**src/rtl/fetch_stage.sv**
```systemverilog
// Instruction-fetch stage: owns the PC, requests words from instruction memory and fills
// the IF/ID register, with a one-entry buffer so a word returned during a stall is kept.
module fetch_stage #(
    parameter logic [31:0] RESET_PC = 32'h0000_0000,
    parameter logic [31:0] NOP_WORD = 32'h0000_0000
) (
    input  logic        clk,
    input  logic        rst,
    input  logic        shouldStall,
    input  logic        shouldJumpOrBranch,
    input  logic [31:0] jumpOrBranchPc,
    output logic        imem_req,
    output logic [31:0] imem_addr,
    input  logic        imem_ready,
    input  logic [31:0] imem_rdata,
    output logic [31:0] instruction,
    output logic [31:0] pc_4,
    output logic        id_valid,
    output logic [31:0] debug_pc
);

    typedef enum logic {
        FETCH = 1'b0,
        HOLD  = 1'b1
    } fetchState_t;

    fetchState_t state;
    logic [31:0] pc;
    logic [31:0] holdWord;
    logic [31:0] pcPlus4;
    logic [31:0] alignedTarget;
    logic        takeRedirect;

    assign pcPlus4       = pc + 32'd4;
    assign alignedTarget = {jumpOrBranchPc[31:2], 2'b00};
    // A stalled decode cannot accept a redirect; it re-asserts it once the stall clears.
    assign takeRedirect  = shouldJumpOrBranch && !shouldStall;

    // Gated by rst so no request leaves the stage while reset is held.
    assign imem_req  = rst && (state == FETCH);
    assign imem_addr = pc;
    assign debug_pc  = pc;

    always_ff @(posedge clk or negedge rst) begin
        if (!rst) begin
            state       <= FETCH;
            pc          <= RESET_PC;
            holdWord    <= '0;
            instruction <= NOP_WORD;
            pc_4        <= '0;
            id_valid    <= 1'b0;
        end else begin
            unique case (state)
                FETCH: begin
                    if (takeRedirect) begin
                        pc          <= alignedTarget;
                        instruction <= NOP_WORD;
                        id_valid    <= 1'b0;
                    end else if (shouldStall) begin
                        if (imem_ready) begin
                            holdWord <= imem_rdata;
                            state    <= HOLD;
                        end
                    end else if (imem_ready) begin
                        instruction <= imem_rdata;
                        pc_4        <= pcPlus4;
                        id_valid    <= 1'b1;
                        pc          <= pcPlus4;
                    end else begin
                        instruction <= NOP_WORD;
                        id_valid    <= 1'b0;
                    end
                end
                HOLD: begin
                    if (takeRedirect) begin
                        pc          <= alignedTarget;
                        instruction <= NOP_WORD;
                        id_valid    <= 1'b0;
                        state       <= FETCH;
                    end else if (!shouldStall) begin
                        instruction <= holdWord;
                        pc_4        <= pcPlus4;
                        id_valid    <= 1'b1;
                        pc          <= pcPlus4;
                        state       <= FETCH;
                    end
                end
                default: state <= FETCH;
            endcase
        end
    end

endmodule

```
**config.mk**
```make
export PLATFORM = sky130hd
export DESIGN_NAME = fetch_stage
export DESIGN_NICKNAME = d
export VERILOG_FILES = /design/src/rtl/fetch_stage.sv
export SDC_FILE = /design/constraint.sdc
export NUM_CORES = 1
export LEC_CHECK = 0
export ABC_AREA = 0
export CAP_MARGIN = 10
export CORE_AREA = 3 3 135 137
export DETAILED_ROUTE_END_ITERATION = 10
export DIE_AREA = 0 0 138 140
export SYNTH_ARGS = -nofsm -noshare
export SYNTH_HDL_FRONTEND = slang
export SYNTH_SLANG_ARGS = --single-unit
```
**constraint.sdc**
```tcl
create_clock -name clk -period 2.7 [get_ports clk]
set_clock_uncertainty 0.15 [all_clocks]
set_input_delay 0.54 -clock clk [delete_from_list [all_inputs] [get_ports clk]]
set_output_delay 0.54 -clock clk [all_outputs]
set_load 0.01 [all_outputs]
```
---- Yosys cells after proc, flatten, opt, wreduce, memory -nomap -nowiden ----
Index checks and enable logic that the tools add are counted.
word-level totals
  register bits after elaboration ......... 130
  output and inout port bits .............. 130
cells by class
  add/sub/neg operators ................... 1
  equal/unequal tests ..................... 8
  multiplexer cells ....................... 26
  bitwise logic cells ..................... 2
  reduce and logical (&&, ||, !) cells .... 7
operators with widths
  cell                                                                      number
  32-bit two-way mux                                                        12
  32-bit case mux with 2 select lines                                       3
  32-bit by 3-bit adder with 32-bit output (second input constant)          1
  2-bit inequality test (second input constant)                             5
  1-bit two-way mux                                                         9
  3-bit inequality test (second input constant)                             2
  5-bit AND reduction                                                       1
  1-bit case mux with 2 select lines                                        2
  4-bit AND reduction                                                       1
  3-bit by 2-bit inequality test with 1-bit output (second input constant)  1
  3-bit AND reduction                                                       1
  1-bit logical AND                                                         2
  1-bit NOT                                                                 2
  2-bit AND reduction                                                       1
  1-bit logical NOT                                                         1

---- Longest topological paths before layout ----
  depth in word-level cells ............... 5
  mapped depth ............................ 7
  mapped depth without buffers ............ 6

---- Least setup slack after synthesis ----
Ideal clock, no wire load.
  path kind ............................... reg-to-reg
  from .................................... register pc[2], in the netlist debug_pc[2]
  to ...................................... register pc[20], in the netlist debug_pc[20]
  setup time .............................. 0.069 ns
  arrival time ............................ 1.803 ns
  data required time ...................... 2.481 ns
  path slack .............................. 0.678 ns
  stages on the path, launching flop included .. 7
  path buffers ............................ 0
  clock period less this slack ............ 2.022 ns
  path through ............................ dfrtp_1 ha_1 nand2_1 nor4_4 nand2_1 or3_1 nand3_1
on the way
  cells in the longest elaborated chain, start to end .. 5
  elaborated cells between the ends (all ways) .. 7
  those cells by class .................... add/sub: 1; mux: 6
RTL lines
  item                                        RTL line  text
  start, declared                             28        logic [31:0] pc;
  start signal, assigned                      56        pc <= alignedTarget;
  start signal, assigned                      68        pc <= pcPlus4;
  start signal, assigned                      76        pc <= alignedTarget;
  32-bit by 3-bit adder with 32-bit output *  34        assign pcPlus4 = pc + 32'd4;
  32-bit two-way mux                          64        end else if (imem_ready) begin
  32-bit two-way mux                          59        end else if (shouldStall) begin
  32-bit two-way mux                          55        if (takeRedirect) begin
  32-bit case mux with 2 select lines *       53        unique case (state)
Mark *: on every way between the ends. The rest lies on a longest branch, timed or not. The select of a mux whose other input is x is not followed.
A chain may end at the register's enable or synchronous reset.

---- Worst setup path after layout ----
  from .................................... register pc[2], in the netlist debug_pc[2]
  to ...................................... register pc[30], in the netlist debug_pc[30]
Same word-level chain as after synthesis.

==> flow_metrics.py <==
metrics = {
    "outcome": {
        "outcome": "completed",
    },
    "yosys": {
        "ys_types": 50,
        "yosysSeqAreaShare_pct": 52.5,
        "synth_warnings": 0,
        "synthCells": 585,
        "postSynth.asyncResetShare_pct": 100,
        "syn_area_um2": 6000,
        "synth_edf_count": 0,
        "synth_ff_type": "dfrtp_1",
        "synth_seq_cells": 126,
        "syn_area_per_cell_um2": 10.3,
    },
    "timing": {
        "worst_slew_pin_slew_ns": 0.688,
        "post-route-period-util_pct": 87.0,
        "max_freq_mhz": 426,
        "setup_viol": 0,
        "fin_crit_ns": 2.35,
        "rsz0062_at_grt": "no",
        "relSlewSlack_pct": 54.1,
        "setup_tns_ns": 0,
        "drv_slew": 0,
        "hold_violations": 0,
    },
    "route": {
        "drtIter0Drc": 274,
        "drcViolationCount": 0,
        "vias": 5033,
        "wl_per_cell_um": 17.2,
        "firstDrtPassIters": 5,
        "drt-vias-per-instance": 5.13,
        "drt_wl_total_um": 16900,
        "final_antenna_net_count": 0,
    },
    "power_and_ir_drop": {
        "ir_worst_vdd_v": 0.000398,
        "finalPower_mw": 6.30,
        "p_leak_nw": 3.51,
        "powerDensity_nw_per_um2": 732,
    },
    "setup_path": {
        "r2r_cells": 6,
        "timing.rr.start": "debug_pc[2]$_DFFE_PN0P_",
        "critPathCaptureType": "flip-flop",
        "cp.arrival_ns": 2.48,
        "crit_type": "reg -> reg",
        "rr_endpoint": "debug_pc[30]$_DFFE_PN0P_",
        "crit_fanout": 8,
        "cp-start-kind": "flip-flop",
        "rrSetupSlack_ns": 0.35,
        "worstPathRequired_ns": 2.83,
    },
    "clock_network": {
        "clock_path_buffers": 2,
        "cts_resized": 0,
        "clk_latency_ns": 0.41,
        "clk_pin_slew_worst_paths_ns": 0.06,
        "cts_max_level": 4,
        "cts_setup_buffers": 0,
        "numCtsBuffers": 17,
        "cts-root-buf": "clkbuf_16",
        "cts.sinks": 126,
        "ctsHoldBuffers": 0,
        "cts_tree": "built",
    },
    "floorplan": {
        "die_w_um": 138,
        "die_h_um": 140,
        "io_pins": 199,
        "die_area_um2": 19300,
        "core-area_um2": 17200,
        "initial_utilization_pct": 34.9,
        "num_rows": 48,
    },
    "min_path": {
        "hp-class": "in -> async",
    },
    "global_route": {
        "grt_pass1_vias": 5269,
        "antenna_found_initial": 0,
        "grt_usage_pct": 17.6,
        "grt_overflow": 0,
        "grt_pass1_wl_um": 27700,
        "grt_max_degree": 127,
    },
    "layout": {
        "drive_gt1_share_pct": 12.3,
        "nets": 813,
        "area.growth.synth_to_final_pct": 43.3,
        "nFillCells": 1540,
        "diodes": 0,
    },
    "place": {
        "portBuffers": 190,
        "gp_congestion": 0.817,
        "hpwl_um": 11700,
    },
    "run": {
        "maxCapViolCount": 0,
    },
}
## per-stage QoR
stage	setup slack, ns	utilization [%]	area [um2]	hold WS (ns)	cells
floorplan	0.678	-	6020	0.0944	590
global placement	0.121	46.4	7970	0.314	949
detailed placement	0.0388	46.4	7970	0.319	949
CTS	0.315	50.1	8600	0.149	981
global route	0.171	50.1	8600	0.162	981
finish	0.350	50.1	8600	0.120	981
## registers in the layout (all words and copies together) (netlist names)
signal	flops
debug_pc	30
holdWord	32
id_valid	1
instruction	32
pc_4	30
state	1
## cell usage after synthesis (3+ instances only)
master	n	area [um2]
dfrtp_1	126	3150
nand2_1	88	330
o21ai_0	69	345
a22oi_1	40	300
buf_4	36	270
mux2_2	32	360
clkbuf_1	25	93.8
nor2_1	19	71.3
xor2_1	17	149
nand3_1	14	70.1
a21oi_1	11	55.1
nand4_1	10	62.6
xnor2_1	10	87.6
buf_2	9	45.0
o21ai_1	8	40.0
a221o_1	6	60.1
inv_1	6	22.5
and3_1	5	31.3
nor3_1	5	25.0
o211ai_1	5	37.5
o311ai_0	5	43.8
nor2b_1	3	18.8
nor4_1	3	18.8
o22ai_1	3	18.8
or3_1	3	18.8
## worst max-delay path, cell delays in order (launching register included)
cell     delay (ns)
dfrtp_1        0.45
ha_1           0.27
nand2_1        0.22
nor4_4         0.59
nand4_1        0.20
xor2_1         0.23
o21ai_0        0.11
## routing by layer
metal  up-vias  share of wire [%]  global-route usage, %  routed length, um
met2       193                 48                   29.5               8180
met4         0                1.6                   5.30                273
li1       2355                  -                      -                  -
met1      2466                 41                   21.1               6970
met5         -                  0                      0                  0
met3        19                8.7                   7.07               1480
## worst max-delay path by stage
stage	startpoint	endpoint	cells after the start
3_3_place_gp	imem_ready	debug_pc[9]$_DFFE_PN0P_	6
4_1_cts	debug_pc[2]$_DFFE_PN0P_	debug_pc[30]$_DFFE_PN0P_	6
5_1_grt	debug_pc[2]$_DFFE_PN0P_	debug_pc[30]$_DFFE_PN0P_	6
2_1_floorplan	debug_pc[2]$_DFFE_PN0P_	debug_pc[20]$_DFFE_PN0P_	6
3_5_place_dp	imem_ready	debug_pc[11]$_DFFE_PN0P_	6
6_report	debug_pc[2]$_DFFE_PN0P_	debug_pc[30]$_DFFE_PN0P_	6
## placed cells by master, fill, tap and decap left out, types with 3 or more instances in the layout
master           count
nor2_1              19
and3_1               5
or3_1                3
o21ai_1              8
a221o_1              6
clkbuf_16           17
nand4_1             10
nand2_1             88
o21ai_0             69
buf_4               11
nor4_1               3
xor2_1              17
clkinvlp_4           3
a22oi_1             40
nor3_1               5
buf_12               5
o311ai_0             5
nand3_1             14
dfrtp_1            126
o211ai_1             5
clkinv_2             4
xnor2_1             10
inv_1                6
conb_1               6
a21oi_1             11
mux2_2              32
clkdlybuf4s50_1    188
o22ai_1              3
clkbuf_8             3
bufinv_16            4
## logic make-up (layout without fill, tap and decap cells)
family	after synthesis	count (layout)	share of synthesized area [%]
compound gates	155	155	16.1
xor+xnor	27	27	3.94
fa+ha+maj	1	1	0.208
buf+inv	77	243	7.25
flops	126	126	52.5
mux	32	32	6.00
other cells	1	6	0.0625
simple gates	166	166	13.9
## final cells by class
cell class	count	area [um2]	area share (%)
Sequential cell	126	3150	36.7
Multi-Input combinational cell	387	2440	28.4
Timing Repair Buffer	205	2070	24.1
Clock buffer	21	470	5.47
Tap cell	225	282	3.27
Clock inverter	11	163	1.89
Inverter	6	22.5	0.262
## where the power goes
group / total [mW] / switching [mW] / internal, mW
clock: 2.44 / 0.824 / 1.61
combinational: 1.39 / 0.591 / 0.803
sequential: 2.47 / 0.272 / 2.20
total: 6.30 / 1.69 / 4.61
No activity file was read; power rests on OpenSTA's default activity.
